===== config.mk =====
export PLATFORM = sky130hd
export DESIGN_NAME = sleep_wake_ctrl
export DESIGN_NICKNAME = d
export VERILOG_FILES = /design/src/rtl/sleep_wake_ctrl.sv
export SDC_FILE = /design/constraint.sdc
export NUM_CORES = 1
export LEC_CHECK = 0
export CORE_UTILIZATION = 45
export DETAILED_ROUTE_END_ITERATION = 6
export SLEW_MARGIN = 10
export SYNTH_ARGS = -nofsm -noshare
export SYNTH_HDL_FRONTEND = slang
export SYNTH_SLANG_ARGS = --single-unit

===== constraint.sdc =====
create_clock -name clk_1mhz -period 3.35 [get_ports clk_1mhz]
set_input_delay 0.67 -clock clk_1mhz [delete_from_list [all_inputs] [get_ports clk_1mhz]]
set_output_delay 0.67 -clock clk_1mhz [all_outputs]
set_load 0.02 [all_outputs]

===== src/rtl/sleep_wake_ctrl.sv =====
// -----------------------------------------------------------------------------
// sleep_wake_ctrl
//
// Responder side of the CPU sleep request, in the clk_1mhz domain.
// The CPU raises a level sleep request. After it has stayed high for a guard
// period, this block acknowledges it, gates the CPU clock and starts a wake-up
// timer. It wakes on timer expiry, on a rising edge of the external wake
// source, or when the CPU withdraws its request. The acknowledge follows a
// 4-phase handshake, and the wake cause is reported until the next sleep.
//
// Ports:
//   clk_1mhz      in   1  1 MHz clock
//   rstn          in   1  asynchronous active-low reset
//   sleep_req_i   in   1  CPU sleep request, level, asynchronous to clk_1mhz
//   wake_i        in   1  external wake source, level, asynchronous
//   sleep_ack_o   out  1  4-phase acknowledge to the CPU (registered)
//   cpu_clk_en_o  out  1  CPU clock enable, 0 while asleep (registered)
//   wake_cause_o  out  2  00 none/CPU, 01 timer, 10 external, 11 both (registered)
//   led_o         out  1  status LED, 1 = on (registered)
//
// Output timing: acknowledge, clock enable, LED and cause are registered from
// the current state, so they follow a state change by one clock. The one
// exception is the acknowledge release. It is taken from the next state, so
// it drops on the same edge that returns the FSM to RUN.
// -----------------------------------------------------------------------------
module sleep_wake_ctrl #(
    parameter int SYNC_STAGES  = 2,
    parameter int GUARD_CYCLES = 16,
    parameter int WAKE_TICKS   = 1000000,
    parameter int TMR_W        = 20,
    parameter int BLINK_LOG2   = 17
) (
    input  logic       clk_1mhz,
    input  logic       rstn,
    input  logic       sleep_req_i,
    input  logic       wake_i,
    output logic       sleep_ack_o,
    output logic       cpu_clk_en_o,
    output logic [1:0] wake_cause_o,
    output logic       led_o
);

    typedef enum logic [1:0] {
        ST_RUN   = 2'd0,
        ST_GUARD = 2'd1,
        ST_SLEEP = 2'd2,
        ST_WAKE  = 2'd3
    } state_t;

    localparam logic [7:0]       GUARD_LOAD = 8'(GUARD_CYCLES - 1);
    localparam logic [TMR_W-1:0] TMR_LOAD   = TMR_W'(WAKE_TICKS);
    localparam logic [TMR_W-1:0] TMR_ONE    = TMR_W'(1);
    localparam logic [TMR_W-1:0] TMR_ZERO   = TMR_W'(0);
    localparam logic             TMR_ON     = (WAKE_TICKS != 0);

    // Synchroniser chains and the wake edge detector.
    logic [SYNC_STAGES-1:0] req_sync_r;
    logic [SYNC_STAGES-1:0] wake_sync_r;
    logic                   wake_s_d_r;
    logic                   req_s;
    logic                   wake_s;
    logic                   wake_rise_s;

    // FSM state and datapath registers.
    state_t                 state_r;
    state_t                 next_state_s;
    logic [7:0]             guard_r;
    logic [7:0]             guard_nxt_s;
    logic [TMR_W-1:0]       tmr_r;
    logic [TMR_W-1:0]       tmr_nxt_s;
    logic [1:0]             cause_r;
    logic [1:0]             cause_nxt_s;
    logic                   tmr_exp_s;
    logic [BLINK_LOG2:0]    blink_r;

    // Values for the registered outputs.
    logic                   ack_nxt_s;
    logic                   clk_en_nxt_s;
    logic                   led_nxt_s;

    assign req_s       = req_sync_r[SYNC_STAGES-1];
    assign wake_s      = wake_sync_r[SYNC_STAGES-1];
    assign wake_rise_s = wake_s & ~wake_s_d_r;

    // The timer expires on the cycle whose decrement brings it to zero.
    assign tmr_exp_s   = (state_r == ST_SLEEP) && TMR_ON && (tmr_r == TMR_ONE);

    // Bring the asynchronous request and wake inputs into clk_1mhz, and keep
    // one delayed copy of the wake input for rising-edge detection.
    always_ff @(posedge clk_1mhz or negedge rstn) begin
        if (!rstn) begin
            req_sync_r  <= '0;
            wake_sync_r <= '0;
            wake_s_d_r  <= 1'b0;
        end else begin
            req_sync_r  <= {req_sync_r[SYNC_STAGES-2:0], sleep_req_i};
            wake_sync_r <= {wake_sync_r[SYNC_STAGES-2:0], wake_i};
            wake_s_d_r  <= wake_s;
        end
    end

    // State register, guard counter, wake timer, latched cause and blink counter.
    always_ff @(posedge clk_1mhz or negedge rstn) begin
        if (!rstn) begin
            state_r <= ST_RUN;
            guard_r <= 8'd0;
            tmr_r   <= TMR_ZERO;
            cause_r <= 2'b00;
            blink_r <= '0;
        end else begin
            state_r <= next_state_s;
            guard_r <= guard_nxt_s;
            tmr_r   <= tmr_nxt_s;
            cause_r <= cause_nxt_s;
            blink_r <= blink_r + 1'b1;
        end
    end

    // Next-state logic with guard countdown, timer countdown and wake-cause capture.
    always_comb begin
        next_state_s = state_r;
        guard_nxt_s  = guard_r;
        tmr_nxt_s    = tmr_r;
        cause_nxt_s  = cause_r;
        case (state_r)
            ST_RUN: begin
                if (req_s) begin
                    next_state_s = ST_GUARD;
                    guard_nxt_s  = GUARD_LOAD;
                end else begin
                    next_state_s = ST_RUN;
                end
            end
            ST_GUARD: begin
                if (!req_s) begin
                    next_state_s = ST_RUN;
                end else if (guard_r <= 8'd1) begin
                    // The last decrement lands on zero: commit to sleep.
                    next_state_s = ST_SLEEP;
                    guard_nxt_s  = 8'd0;
                    tmr_nxt_s    = TMR_LOAD;
                    cause_nxt_s  = 2'b00;
                end else begin
                    guard_nxt_s  = guard_r - 8'd1;
                end
            end
            ST_SLEEP: begin
                if (TMR_ON && (tmr_r != TMR_ZERO)) begin
                    tmr_nxt_s = tmr_r - TMR_ONE;
                end else begin
                    tmr_nxt_s = tmr_r;
                end
                // A request withdrawn by the CPU wakes with cause 00.
                if (tmr_exp_s || wake_rise_s || !req_s) begin
                    next_state_s = ST_WAKE;
                    cause_nxt_s  = {wake_rise_s, tmr_exp_s};
                end else begin
                    next_state_s = ST_SLEEP;
                end
            end
            ST_WAKE: begin
                if (!req_s) begin
                    next_state_s = ST_RUN;
                end else begin
                    next_state_s = ST_WAKE;
                end
            end
            default: begin
                next_state_s = ST_RUN;
            end
        endcase
    end

    // Output decode. Ack is held through SLEEP/WAKE and released with the return to RUN.
    always_comb begin
        ack_nxt_s    = 1'b0;
        clk_en_nxt_s = 1'b1;
        led_nxt_s    = 1'b1;
        if (((state_r == ST_SLEEP) || (state_r == ST_WAKE)) && (next_state_s != ST_RUN)) begin
            ack_nxt_s = 1'b1;
        end else begin
            ack_nxt_s = 1'b0;
        end
        if (state_r == ST_SLEEP) begin
            clk_en_nxt_s = 1'b0;
            led_nxt_s    = blink_r[BLINK_LOG2];
        end else begin
            clk_en_nxt_s = 1'b1;
            led_nxt_s    = 1'b1;
        end
    end

    // Output registers.
    always_ff @(posedge clk_1mhz or negedge rstn) begin
        if (!rstn) begin
            sleep_ack_o  <= 1'b0;
            cpu_clk_en_o <= 1'b1;
            wake_cause_o <= 2'b00;
            led_o        <= 1'b1;
        end else begin
            sleep_ack_o  <= ack_nxt_s;
            cpu_clk_en_o <= clk_en_nxt_s;
            wake_cause_o <= cause_r;
            led_o        <= led_nxt_s;
        end
    end

endmodule

==> reports/qor.json <==
{
  "worst_setup_path": {
    "reg2reg_slack_ps": 700,
    "biggest_fanout_along_the_worst_timing_path": 28,
    "ff2ff_path_depth": 6,
    "crit_required_ps": 3550,
    "data_arrival_time_at_the_worst_slack_endpoint_ps": 2850,
    "end_kind": "flip-flop",
    "setup.worst_path.class": "flip-flop to flip-flop",
    "setup.worst_path.start_class": "flip-flop"
  },
  "layout": {
    "layout.nets": 298,
    "flow.area_growth_from_synthesis_pct": 11.8,
    "layout-drive-gt1-share": 0.0887,
    "fillCellCount": 543,
    "most-common-layout-cells": "sky130_fd_sc_hd__dfrtp_1, sky130_fd_sc_hd__o21ai_0, sky130_fd_sc_hd__nand2_1",
    "num_antenna_cells": 0,
    "final_common_cell": "sky130_fd_sc_hd__dfrtp_1",
    "postLayoutCoreUtil": 0.526,
    "stdcell_area_um2": 3150,
    "sequential_cell_area_um2": 1500,
    "multi_input_comb_area_um2": 1240
  },
  "route": {
    "starting_drc_count_in_detailed_routing": 110,
    "routed_wire_length_mm": 5.11,
    "dr_vias_cell": 5.63,
    "drc_errors": 0,
    "route.detailed.wl_per_inst_um": 13.9,
    "detail-route-antenna-nets": 0,
    "drt_pass1_iterations": 4,
    "dr_total_vias": 2071
  },
  "sta": {
    "rsz_0062_raised_after_global_routing": "no",
    "final.setup.tns_ps": 0,
    "final_hold_viol_count": 0,
    "timing.final.crit_share": 0.791,
    "final.setup_skew_ps": 8.79,
    "fmax_mhz": 377,
    "slew_headroom": 0.459,
    "setup-violations-final": 0,
    "tightestPinTransition_ps": 812,
    "timing.final.max_slew_violations": 0,
    "finalCriticalPeriod_ps": 2650,
    "final.setup.worst_slack_ps": 701
  },
  "synthesis": {
    "synth_sequential_area_ratio": 0.534,
    "synth-seq-cells": 60,
    "syn_inst": 270,
    "yosys_warnings": 0,
    "synth_top_cell_by_area": "sky130_fd_sc_hd__dfrtp_1",
    "synthesis.nets": 280,
    "synth_top_flop_cell": "sky130_fd_sc_hd__dfrtp_1",
    "avgSynthCellArea_um2": 10.4,
    "netlist_area_um2": 2820,
    "synth-edff-count": 0,
    "number_of_different_library_cells_in_the_post_synthesis_netlist": 41,
    "netlist_top_cells_area": "sky130_fd_sc_hd__dfrtp_1, sky130_fd_sc_hd__o21ai_0, sky130_fd_sc_hd__xnor2_1",
    "async_flop_share": 1.00,
    "area_fraction_of_the_dominant_cell_type_after_synthesis": 0.515
  },
  "place": {
    "place.port_buffers": 8,
    "dpl_cell_area_um2": 2990,
    "place_worst_setup_slack_ps": 698,
    "final_hpwl_from_detailed_placement_mm": 3.50,
    "routability_cong": 0.755
  },
  "die": {
    "die_x_um": 81.1,
    "floorplan.core_area_um2": 5990,
    "io-pin-count": 9,
    "std_cell_rows": 28,
    "fp.dieH_um": 81.1,
    "die-area_um2": 6580,
    "start_util": 0.470
  },
  "clocking": {
    "cts-hold-fix-buffers": 0,
    "h-tree-depth": 3,
    "tritoncts_num_sinks": 60,
    "clk_root_buffer_cell": "sky130_fd_sc_hd__clkbuf_8",
    "cts_made_buffers": 9,
    "insertion_delay_to_the_later_sink_of_the_worst_skew_pair_ps": 330,
    "cts-resized-gates": 0,
    "worst_setup_hold_path_clk_slew_ps": 70,
    "cts.path.max_buffers": 2,
    "cts_setup_buffers": 0,
    "tritoncts_clock_tree": "built"
  },
  "grt": {
    "grt_overflow": 0,
    "vias_in_the_first_global_route": 1983,
    "number_of_antenna_violations_at_the_first_check_in_global_routing": 0,
    "grt_first_pass_wirelength_mm": 9.02,
    "grt_start_max_net_pins": 29,
    "track_usage": 0.186
  },
  "run": {
    "cap_violations": 0
  },
  "power_and_ir_drop": {
    "power.density_cell_area_nw_per_um2": 669,
    "irDropWorstVdd_v": 0.000348,
    "total_power_uw": 2110,
    "p_leak_uw": 0.00138
  },
  "worst_hold_path": {
    "min-delay-path-class": "input pin to async pin"
  },
  "status": {
    "run_status": "finished, final reports clean"
  }
}
-- worst max-delay path: stages, from the launching register on --
cell	delay (ps)
sky130_fd_sc_hd__dfrtp_1	440
sky130_fd_sc_hd__or4_1	690
sky130_fd_sc_hd__nor4b_4	490
sky130_fd_sc_hd__a32o_1	230
sky130_fd_sc_hd__buf_4	250
sky130_fd_sc_hd__nor4_1	80
sky130_fd_sc_hd__or3b_1	340
-- synth_stat cells, drive strengths merged (4+ instances only) --
master / n
nor3: 10
xnor2: 12
nor2: 13
buf: 4
nand4: 4
a21oi: 12
nand3: 13
and4: 4
inv: 11
o31ai: 7
o21ai: 23
a31oi: 4
nand2b: 6
and3: 5
nand2: 17
dfrtp: 58
ha: 6
or3: 11
or4: 11
xor2: 4
-- where the power goes --
part           internal (uW)  total (uW)  switching [uW]
combinational            233         587             354
clock                    264         535             271
sequential               856         985             129
-- per-layer routing --
layer | vias to the layer above | track usage | routed length (um)
li1 | 1032 | - | -
met1 | 1012 | 0.233 | 2470
met2 | 23 | 0.292 | 2440
met3 | 4 | 0.0674 | 140
met4 | 0 | 0.0750 | 57
met5 | - | 0 | 0
-- final timing paths --
check	startpoint	to
worst max-delay path	tmr_r[5]	tmr_r[18]
worst min-delay path	rstn	guard_r[2]
worst max register to register	tmr_r[5]	tmr_r[18]
worst min register to register	req_sync_r[0]	req_sync_r[1]
max in group asynchronous	rstn	led_o
min in group clk_1mhz	req_sync_r[0]	req_sync_r[1]
-- cells by family after synthesis --
| group | Yosys count | synth area share |
|---|---|---|
| mux | 1 | 0.00355 |
| simple gates | 109 | 0.224 |
| fa+ha+maj | 6 | 0.0266 |
| buf+inv | 17 | 0.0275 |
| flops | 60 | 0.534 |
| compound gates | 61 | 0.135 |
| xor+xnor | 16 | 0.0497 |
-- layout make-up --
class,instances,share of cell area
clock buffers,11,0.0417
clock inverters,5,0.00954
inverters,11,0.0131
multi-input cells,193,0.393
flip-flops and latches,60,0.478
well taps,75,0.0298
repair buffers,13,0.0358
-- flip-flops by register name, summed over array words and instances (netlist names) --
| register | cells |
|---|---|
| cause_r | 2 |
| state_r | 2 |
| req_sync_r | 2 |
| cpu_clk_en_o | 1 |
| wake_cause_o | 2 |
| blink_r | 18 |
| wake_sync_r | 2 |
| guard_r | 8 |
| sleep_ack_o | 1 |
| led_o | 1 |
| tmr_r | 20 |
| wake_s_d_r | 1 |
-- per-stage QoR --
stage,instances,hold WS (ps)
2_1_floorplan,270,331
3_3_place_gp,352,345
3_5_place_dp,352,344
4_1_cts,368,336
5_1_grt,368,361
6_report,368,319
(Power assumes the default switching activity.)
